--- src/rtl/serial_word_collector_if.sv ---
// Bus bundle for serial_word_collector: serial beat input, clear, and the
// word holding-register handshake. The collector uses the slave modport.
interface serial_word_collector_if #(
  parameter int OUTPUT_WIDTH = 16,
  parameter int LANES        = 1
);
  logic [LANES-1:0]        serial_in;
  logic                    serial_valid;
  logic                    clear;
  logic [OUTPUT_WIDTH-1:0] data;
  logic                    data_valid;
  logic                    data_ack;
  logic                    overflow;
  logic                    parity_err;

  modport master (
    output serial_in, serial_valid, clear, data_ack,
    input  data, data_valid, overflow, parity_err
  );

  modport slave (
    input  serial_in, serial_valid, clear, data_ack,
    output data, data_valid, overflow, parity_err
  );
endinterface

--- src/rtl/serial_word_collector.sv ---
// Deserialises LANES bits per beat into OUTPUT_WIDTH-bit words behind a valid/ack
// holding register. Define SERIAL_WORD_COLLECTOR_PARITY_EN for a trailing even-parity beat.
module serial_word_collector #(
  parameter int OUTPUT_WIDTH = 16,
  parameter int LANES        = 1,
  parameter bit LSB_FIRST    = 1'b1
) (
  input logic               fast_clk,
  input logic               reset,
  serial_word_collector_if.slave bus
);

  localparam int N  = OUTPUT_WIDTH / LANES;
  localparam int CW = $clog2(N + 2);
  localparam logic [CW-1:0] LAST_C = CW'(N - 1);
`ifdef SERIAL_WORD_COLLECTOR_PARITY_EN
  localparam logic [CW-1:0] PAR_IDX_C = CW'(N);
`endif

  typedef enum logic [0:0] {
    S_SHIFT  = 1'b0,
    S_PARITY = 1'b1
  } state_t;

  state_t                  state_q, state_d;
  logic [CW-1:0]           cnt_q, cnt_d;
  logic [OUTPUT_WIDTH-1:0] sr_q, sr_d;
  logic [OUTPUT_WIDTH-1:0] data_q, data_d;
  logic                    valid_q, valid_d;
  logic                    ovf_q, ovf_d;
  logic                    perr_q, perr_d;

  logic [OUTPUT_WIDTH-1:0] shifted_s;
  logic [OUTPUT_WIDTH-1:0] word_s;
  logic                    complete_s;
  logic                    perr_s;

`ifdef SERIAL_WORD_COLLECTOR_PARITY_EN
  // Even parity: data bits plus parity bit must XOR to zero.
  function automatic logic parity_mismatch(input logic [OUTPUT_WIDTH-1:0] word,
                                           input logic                    pbit);
    return (^word) ^ pbit;
  endfunction
`endif

  // After N shifts the register holds the whole word in its final placement.
  generate
    if (LANES == OUTPUT_WIDTH) begin : g_full
      assign shifted_s = bus.serial_in;
    end else if (LSB_FIRST) begin : g_lsb
      assign shifted_s = {bus.serial_in, sr_q[OUTPUT_WIDTH-1:LANES]};
    end else begin : g_msb
      assign shifted_s = {sr_q[OUTPUT_WIDTH-LANES-1:0], bus.serial_in};
    end
  endgenerate

  // Next-state: beat acceptance, word completion and holding-register handshake.
  always_comb begin
    state_d    = state_q;
    cnt_d      = cnt_q;
    sr_d       = sr_q;
    data_d     = data_q;
    valid_d    = valid_q;
    ovf_d      = ovf_q;
    perr_d     = perr_q;
    word_s     = shifted_s;
    complete_s = 1'b0;
    perr_s     = 1'b0;

    if (bus.clear) begin
      state_d = S_SHIFT;
      cnt_d   = '0;
      sr_d    = '0;
      ovf_d   = 1'b0;
    end else if (bus.serial_valid) begin
      case (state_q)
        S_SHIFT: begin
          sr_d = shifted_s;
          if (cnt_q == LAST_C) begin
`ifdef SERIAL_WORD_COLLECTOR_PARITY_EN
            cnt_d   = PAR_IDX_C;
            state_d = S_PARITY;
`else
            cnt_d      = '0;
            complete_s = 1'b1;
            word_s     = shifted_s;
`endif
          end else begin
            cnt_d = cnt_q + CW'(1);
          end
        end
`ifdef SERIAL_WORD_COLLECTOR_PARITY_EN
        S_PARITY: begin
          complete_s = 1'b1;
          word_s     = sr_q;
          perr_s     = parity_mismatch(sr_q, bus.serial_in[0]);
          cnt_d      = '0;
          state_d    = S_SHIFT;
        end
`endif
        default: begin
          cnt_d   = '0;
          state_d = S_SHIFT;
        end
      endcase
    end else begin
      state_d = state_q;
    end

    // An ack in the completion cycle frees the slot for the new word.
    if (complete_s) begin
      if (!valid_q || bus.data_ack) begin
        data_d  = word_s;
        valid_d = 1'b1;
        perr_d  = perr_s;
      end else begin
        ovf_d = 1'b1;
      end
    end else if (bus.data_ack && valid_q) begin
      valid_d = 1'b0;
    end else begin
      valid_d = valid_q;
    end
  end

  // State and output registers.
  always_ff @(posedge fast_clk or negedge reset) begin
    if (!reset) begin
      state_q <= S_SHIFT;
      cnt_q   <= '0;
      sr_q    <= '0;
      data_q  <= '0;
      valid_q <= 1'b0;
      ovf_q   <= 1'b0;
      perr_q  <= 1'b0;
    end else begin
      state_q <= state_d;
      cnt_q   <= cnt_d;
      sr_q    <= sr_d;
      data_q  <= data_d;
      valid_q <= valid_d;
      ovf_q   <= ovf_d;
      perr_q  <= perr_d;
    end
  end

  assign bus.data       = data_q;
  assign bus.data_valid = valid_q;
  assign bus.overflow   = ovf_q;
  assign bus.parity_err = perr_q;

endmodule

--- src/flat_wrapper.sv ---
// flat-port wrapper written by rule: the top's interface ports become plain ports
module serial_word_collector_flat 
#(
  parameter int OUTPUT_WIDTH = 16,
  parameter int LANES        = 1,
  parameter bit LSB_FIRST    = 1'b1
)
  (fast_clk, reset, bus_serial_in, bus_serial_valid, bus_clear, bus_data_ack, bus_data, bus_data_valid, bus_overflow, bus_parity_err);
  serial_word_collector_if #(.OUTPUT_WIDTH(OUTPUT_WIDTH), .LANES(LANES)) bus_i ();
  input logic fast_clk;
  input logic reset;
  input wire logic [$bits(bus_i.serial_in)-1:0] bus_serial_in;
  input wire logic [$bits(bus_i.serial_valid)-1:0] bus_serial_valid;
  input wire logic [$bits(bus_i.clear)-1:0] bus_clear;
  input wire logic [$bits(bus_i.data_ack)-1:0] bus_data_ack;
  output wire logic [$bits(bus_i.data)-1:0] bus_data;
  output wire logic [$bits(bus_i.data_valid)-1:0] bus_data_valid;
  output wire logic [$bits(bus_i.overflow)-1:0] bus_overflow;
  output wire logic [$bits(bus_i.parity_err)-1:0] bus_parity_err;
  assign bus_i.serial_in = bus_serial_in;
  assign bus_i.serial_valid = bus_serial_valid;
  assign bus_i.clear = bus_clear;
  assign bus_i.data_ack = bus_data_ack;
  assign bus_data = bus_i.data;
  assign bus_data_valid = bus_i.data_valid;
  assign bus_overflow = bus_i.overflow;
  assign bus_parity_err = bus_i.parity_err;
  serial_word_collector #(.OUTPUT_WIDTH(OUTPUT_WIDTH), .LANES(LANES), .LSB_FIRST(LSB_FIRST)) u_core (.fast_clk(fast_clk), .reset(reset), .bus(bus_i));
endmodule
--- config.mk ---
export PLATFORM = sky130hd
export DESIGN_NAME = serial_word_collector_flat
export DESIGN_NICKNAME = d
export VERILOG_FILES = /design/src/rtl/serial_word_collector_if.sv /design/src/rtl/serial_word_collector.sv /design/src/flat_wrapper.sv
export SDC_FILE = /design/constraint.sdc
export NUM_CORES = 1
export LEC_CHECK = 0
export ABC_CLOCK_PERIOD_IN_PS = 1500
export BUFFER_PORTS_ARGS = -buffer_cell sky130_fd_sc_hd__buf_2
export CORE_ASPECT_RATIO = 0.9
export CORE_MARGIN = 4
export CORE_UTILIZATION = 30
export CTS_BUF_LIST = sky130_fd_sc_hd__clkbuf_2 sky130_fd_sc_hd__clkbuf_4 sky130_fd_sc_hd__clkbuf_8
export CTS_CLUSTER_SIZE = 24
export DETAILED_ROUTE_END_ITERATION = 10
export PLACE_DENSITY_LB_ADDON = 0.25
export RECOVER_POWER = 100
export SYNTH_ARGS = -nofsm -noshare
export SYNTH_HDL_FRONTEND = slang
export SYNTH_SLANG_ARGS = --single-unit
export TNS_END_PERCENT = 50
--- constraint.sdc ---
create_clock -name fast_clk -period 1.5 [get_ports fast_clk]
set_input_delay 0.15 -clock fast_clk [delete_from_list [all_inputs] [get_ports fast_clk]]
set_output_delay 0.15 -clock fast_clk [all_outputs]
set_load 0.1 [all_outputs]
# Word level (Yosys, flattened, before mapping)
# Cells that the tools add are included.
# totals
register_bits,40
inputBits,6
output_inout_bits,19
# op_classes
addsub,1
n_eq_ne,3
mux,19
reduce_logical,8
# ops
operator,n
$mux W16,3
$mux W5,4
$mux W1,12
$reduce_and A2 Y1,3
$add A5 B1 Y5 const B,1
$eq A5 B4 Y1 const B,1
$ne A2 B2 Y1 const B,2
$reduce_bool A2 Y1,2
$logic_and A1 B1 Y1,1
$logic_not A1 Y1,1
$logic_or A1 B1 Y1,1

# Logic depth before layout (Yosys ltp)
# depth
ltp_word,7
depth_mapped,5
depth_no_buf,4

# Worst setup path before layout
# OpenSTA, ideal clock, no wires.
# synth_path
path_kind,reg-to-reg
startpoint,register u_core.valid_q (netlist: u_core.bus.data_valid)
endpoint,register u_core.data_q[10] (netlist: u_core.bus.data[10])
setup_time_ps,125
arrival_ps,1778
path_slack_ps,-404
stages_incl_launch_ff,5
n_path_buf,1
synth_period_minus_slack_ps,1904
path_cell_list,dfrtp_1 nand2b_1 nand3_4 buf_6 mux2_4
# synth_between
elab_chain_len,3
# synth_rtl
element,line,source
from (decl),serial_word_collector.sv:29,"logic valid_q, valid_d;"
from (signal assigned),serial_word_collector.sv:141,valid_q <= valid_d;
$logic_not A1 Y1,serial_word_collector.sv:112,if (!valid_q || bus.data_ack) begin
$logic_or A1 B1 Y1,serial_word_collector.sv:112,
$reduce_and A2 Y1 (no source line),n/a,
to (signal assigned),serial_word_collector.sv:140,data_q <= data_d;
to (decl),serial_word_collector.sv:28,"logic [OUTPUT_WIDTH-1:0] data_q, data_d;"
# No other way between the ends.
# A chain may end at the register's enable or synchronous reset.

# Worst setup path in the final report
# layout_path
startpoint,register u_core.cnt_q[1]
endpoint,register u_core.data_q[9] (netlist: u_core.bus.data[9])
# layout_between
elab_chain_len,6
# layout_rtl
element,line,source
from (decl),serial_word_collector.sv:26,"logic [CW-1:0] cnt_q, cnt_d;"
from (signal assigned),serial_word_collector.sv:138,cnt_q <= cnt_d;
$eq A5 B4 Y1,serial_word_collector.sv:79,if (cnt_q == LAST_C) begin
$mux W1,serial_word_collector.sv:79,
$mux W1,serial_word_collector.sv:76,case (state_q)
$mux W1,serial_word_collector.sv:75,end else if (bus.serial_valid) begin
$mux W1,serial_word_collector.sv:70,if (bus.clear) begin
$reduce_and A2 Y1 (no source line),n/a,
# No other way between the ends.

==> impl_summary.txt <==
----------------------------------------------------
[Timing]
  WHS ... 0.1264 ns
  Final Setup Violations ... 0
  Final clock skew ... ~0.0042 ns
  Maximum clock rate ... 0.6733 GHz
  TNS Setup ... 0 ns
  Transition time at the pin with the least slew margin ... 0.9098 ns
  RSZ-0062 raised after global routing ... true
  Max-slew headroom at the worst pin ... 0.3935
  Final slew viol count ... 0
  Final worst setup slack ... ~0.015 ns
  Clock period minus worst slack ... 1.485 ns
  Endpoints failing hold ... 0
  Final worst path period share ... 0.9901

[Routing]
  Antenna violation net count after detailed routing ... 0
  Number of remaining DRC errors ... 0
  WL per Instance ... 13.19 um
  Drt first pass iters ... 4
  Vias ... 976
  Total wire length after detailed routing ... 2850 um
  1st-iter DRT viols ... 23
  Avg Vias per Cell ... 4.519

[Finish]
  Area growth from synthesis to layout ... 22.39%
  Final core occ ... 0.3883
  Number of non-filler instances in the completed layout ... 216
  Flip-flop and latch area ... ~950 um^2
  Number of nets in the final layout ... 157
  Fillers ... 495
  Ant. Diodes ... 0
  Cell area after layout ... 0.001936 mm^2
  Fraction of final layout cells sized beyond drive strength 1 ... 0.4040
  Multi-input logic area ... between 500 and 600 um^2

[Synthesis]
  Synth Net Count ... 124
  Mean area per synthesized cell ... 13.52 um^2
  Flop and latch count out of synthesis ... 38
  Number of cells produced by synthesis ... 117
  Largest area contributor in the synthesized netlist ... sky130_fd_sc_hd__dfrtp_1
  Yosys warns ... 0
  Cell variety after synth ... 26
  Cell area after technology mapping ... 0.001582 mm^2
  Proportion of netlist area held by the largest area contributor ... 0.6013
  Cells taking the most area after synthesis ... sky130_fd_sc_hd__dfrtp_1 60%, sky130_fd_sc_hd__mux2_4 9.5%, sky130_fd_sc_hd__mux2i_1 9.5%
  Portion of the post-synthesis area used by sequential elements ... 0.6013

[Global route]
  Total GRT Usage ... 0.09860
  Total overflow reported by the global router ... 0
  Largest net degree at the start of global routing ... 39
  Number of antenna violations at the first check in global routing ... 0
  Vias in the first global route ... between 1000 and 1500
  Wire length of the first global-routing pass ... 5057 um

[Place]
  Pre-CTS setup slack ... -0.0001719 ns
  Placer congestion estimate ... 0.7740
  HPWL reported at the end of detailed placement ... 1919 um
  Placed cells ... 206
  Port bufs ... 23
  Placed Instance Area ... 0.001815 mm^2

[Hold path]
  Destination of the worst hold path ... u_core.bus.data[15]
  HP Class ... input pin to flop
  Hold path startpoint ... bus_serial_in
  WHS Path Cells ... 2

[Worst setup path]
  Type of destination of the critical path ... flop
  Cells along the critical path ... ha_2 > and4_4 > nand3_4 > buf_12 > mux2_4
  Maximum fanout count along the critical path ... 10
  Family with the most delay on the worst path ... flip-flops
  Slowest stage delay, CP ... 0.38 ns
  CP max stage cell ... sky130_fd_sc_hd__dfrtp_1
  Critical path data arrival time ... between 1.5 and 2 ns
  Critical path startpoint category ... flop
  Kind of critical path ... flop to flop
  FF-to-FF path depth ... 5
  Reg2reg start ... u_core.cnt_q[1]
  Critical path buffers and inverters ... 1
  R2r endpoint ... u_core.bus.data[9]
  Required time reported for the critical path endpoint ... 1.67 ns
  Setup slack of the most critical reg-to-reg path ... 0.01 ns

[Floorplan]
  Placeable core area ... between 0.004 and 0.005 mm^2
  I/O Pins ... 25
  Chip height ... ~77 um
  Die extent in x ... 84.54 um
  Area of the die ... 0.006499 mm^2
  Placement Rows ... 24
  Effective utilization at floorplan ... 0.3173

[Status]
  Outcome ... completed

[Pwr]
  Areal power density over the cells ... 958.5 mW/mm^2
  Leakage ... 1.048 nW
  Max rail drop VDD ... about 360 uV
  Total Power Consumption ... about 1.9 mW

[Clock tree]
  CTS tree ... done
  Number of buffers on the longest clock path ... 2
  Buffer cell driving the clock tree root ... sky130_fd_sc_hd__clkbuf_8
  CTS buffer count ... 5
  CTS H-Tree Depth ... 2
  Clock transition at the register clock pins on the worst setup and hold paths after CTS ... 0.07 ns
  Number of sinks driven by the clock tree ... 38
  Clock latency on the worst-skew pair ... 0.28 ns

[Flow run]
  Maxcap violations ... 0

----------------------------------------------------
sequential cells by signal (all words and copies together) (netlist names):
register and flops:
u_core.bus.data 16, u_core.bus.data_valid 1, u_core.bus.overflow 1, u_core.sr_q 15, u_core.cnt_q 5
final cells by class:
class | instances | share of cell area
inverter | 2 | 0.003878
timing repair buffer | 32 | 0.1028
multi-input combinational | 71 | 0.3090
tap | 65 | 0.04202
clock inverter | 1 | 0.002586
sequential | 38 | 0.4932
clock buffer | 7 | 0.04654
kinds of logic after synthesis:
family	count (synthesis)	share of synthesized area
multiplexers	31	0.2326
other	1	0.002371
adder cells (fa/ha/maj)	1	0.007910
AO/OA/AOI/OAI	4	0.01504
XOR/XNOR	1	0.005539
flip-flops	38	0.6013
AND/OR/NAND/NOR	33	0.1060
buffers and inverters	8	0.02926
worst reg2reg max path, cell delays in order (launching register included):
cell	delay, ns
sky130_fd_sc_hd__dfrtp_1	0.38
sky130_fd_sc_hd__ha_2	0.19
sky130_fd_sc_hd__and4_4	0.24
sky130_fd_sc_hd__nand3_4	0.09
sky130_fd_sc_hd__buf_12	0.16
sky130_fd_sc_hd__mux2_4	0.30
placed cells by master, fill, tap and decap left out, types with 2 or more instances in the layout:
cell and n:
sky130_fd_sc_hd__buf_2 23, sky130_fd_sc_hd__buf_4 5, sky130_fd_sc_hd__clkbuf_8 6, sky130_fd_sc_hd__dfrtp_1 37, sky130_fd_sc_hd__inv_1 2, sky130_fd_sc_hd__mux2_2 6
sky130_fd_sc_hd__mux2_4 10, sky130_fd_sc_hd__mux2i_1 15, sky130_fd_sc_hd__nand2_1 7, sky130_fd_sc_hd__nor2_1 18, sky130_fd_sc_hd__o21ai_0 2
power breakdown:
part           total (mW)  switching (mW)  internal, mW
clock network       0.720           0.332         0.388
logic              0.0966          0.0658        0.0307
registers            1.04         0.00641          1.03
total                1.86           0.404          1.45
worst max-delay path by stage:
stage,startpoint,end,depth (start not counted)
6_report,u_core.cnt_q[1],u_core.bus.data[9],5
5_1_grt,reset,u_core.bus.data_valid,3
4_1_cts,u_core.cnt_q[1],u_core.bus.data[8],5
3_5_place_dp,u_core.cnt_q[0],u_core.bus.data[4],5
3_3_place_gp,u_core.cnt_q[0],u_core.bus.data[3],5
2_1_floorplan,u_core.cnt_q[0],u_core.bus.data[10],5
layer usage:
| layer | global-route usage | share of wire | routed length (um) |
|---|---|---|---|
| met1 | 0.1218 | 0.44 | 1247 |
| met2 | 0.1448 | 0.48 | 1370 |
| met3 | 0.03430 | 0.058 | 165 |
| met4 | 0.06487 | 0.024 | 67 |
| met5 | 0 | 0 | 0 |
timing repair:
item | CTS | global route
buffers inserted | 0 | 1
endpoints found under the setup margin | 6 | 17
endpoints found under the hold margin | 38 | 0
gates resized for setup | 1 | 2
pin swaps | 0 | 2
hold buffers | 1 | 0
Yosys cell counts:
library cell / instances
sky130_fd_sc_hd__nand2b_1: 1
sky130_fd_sc_hd__nand3_1: 1
sky130_fd_sc_hd__mux2_4: 10
sky130_fd_sc_hd__buf_6: 1
sky130_fd_sc_hd__and4_4: 1
sky130_fd_sc_hd__o22ai_1: 1
sky130_fd_sc_hd__nor3b_1: 1
sky130_fd_sc_hd__nor2_1: 18
sky130_fd_sc_hd__nand3_4: 1
sky130_fd_sc_hd__o21ai_0: 2
sky130_fd_sc_hd__or4b_2: 1
sky130_fd_sc_hd__buf_4: 2
sky130_fd_sc_hd__nand3b_1: 1
sky130_fd_sc_hd__conb_1: 1
sky130_fd_sc_hd__mux2_2: 6
sky130_fd_sc_hd__dfrtp_1: 38
sky130_fd_sc_hd__clkbuf_1: 1
sky130_fd_sc_hd__buf_1: 1
sky130_fd_sc_hd__xor2_1: 1
sky130_fd_sc_hd__buf_2: 1
sky130_fd_sc_hd__ha_1: 1
sky130_fd_sc_hd__mux2i_1: 15
sky130_fd_sc_hd__nand2_1: 7
sky130_fd_sc_hd__o211ai_1: 1
sky130_fd_sc_hd__inv_1: 2
sky130_fd_sc_hd__nand4b_1: 1
(Power assumes the default switching activity.)
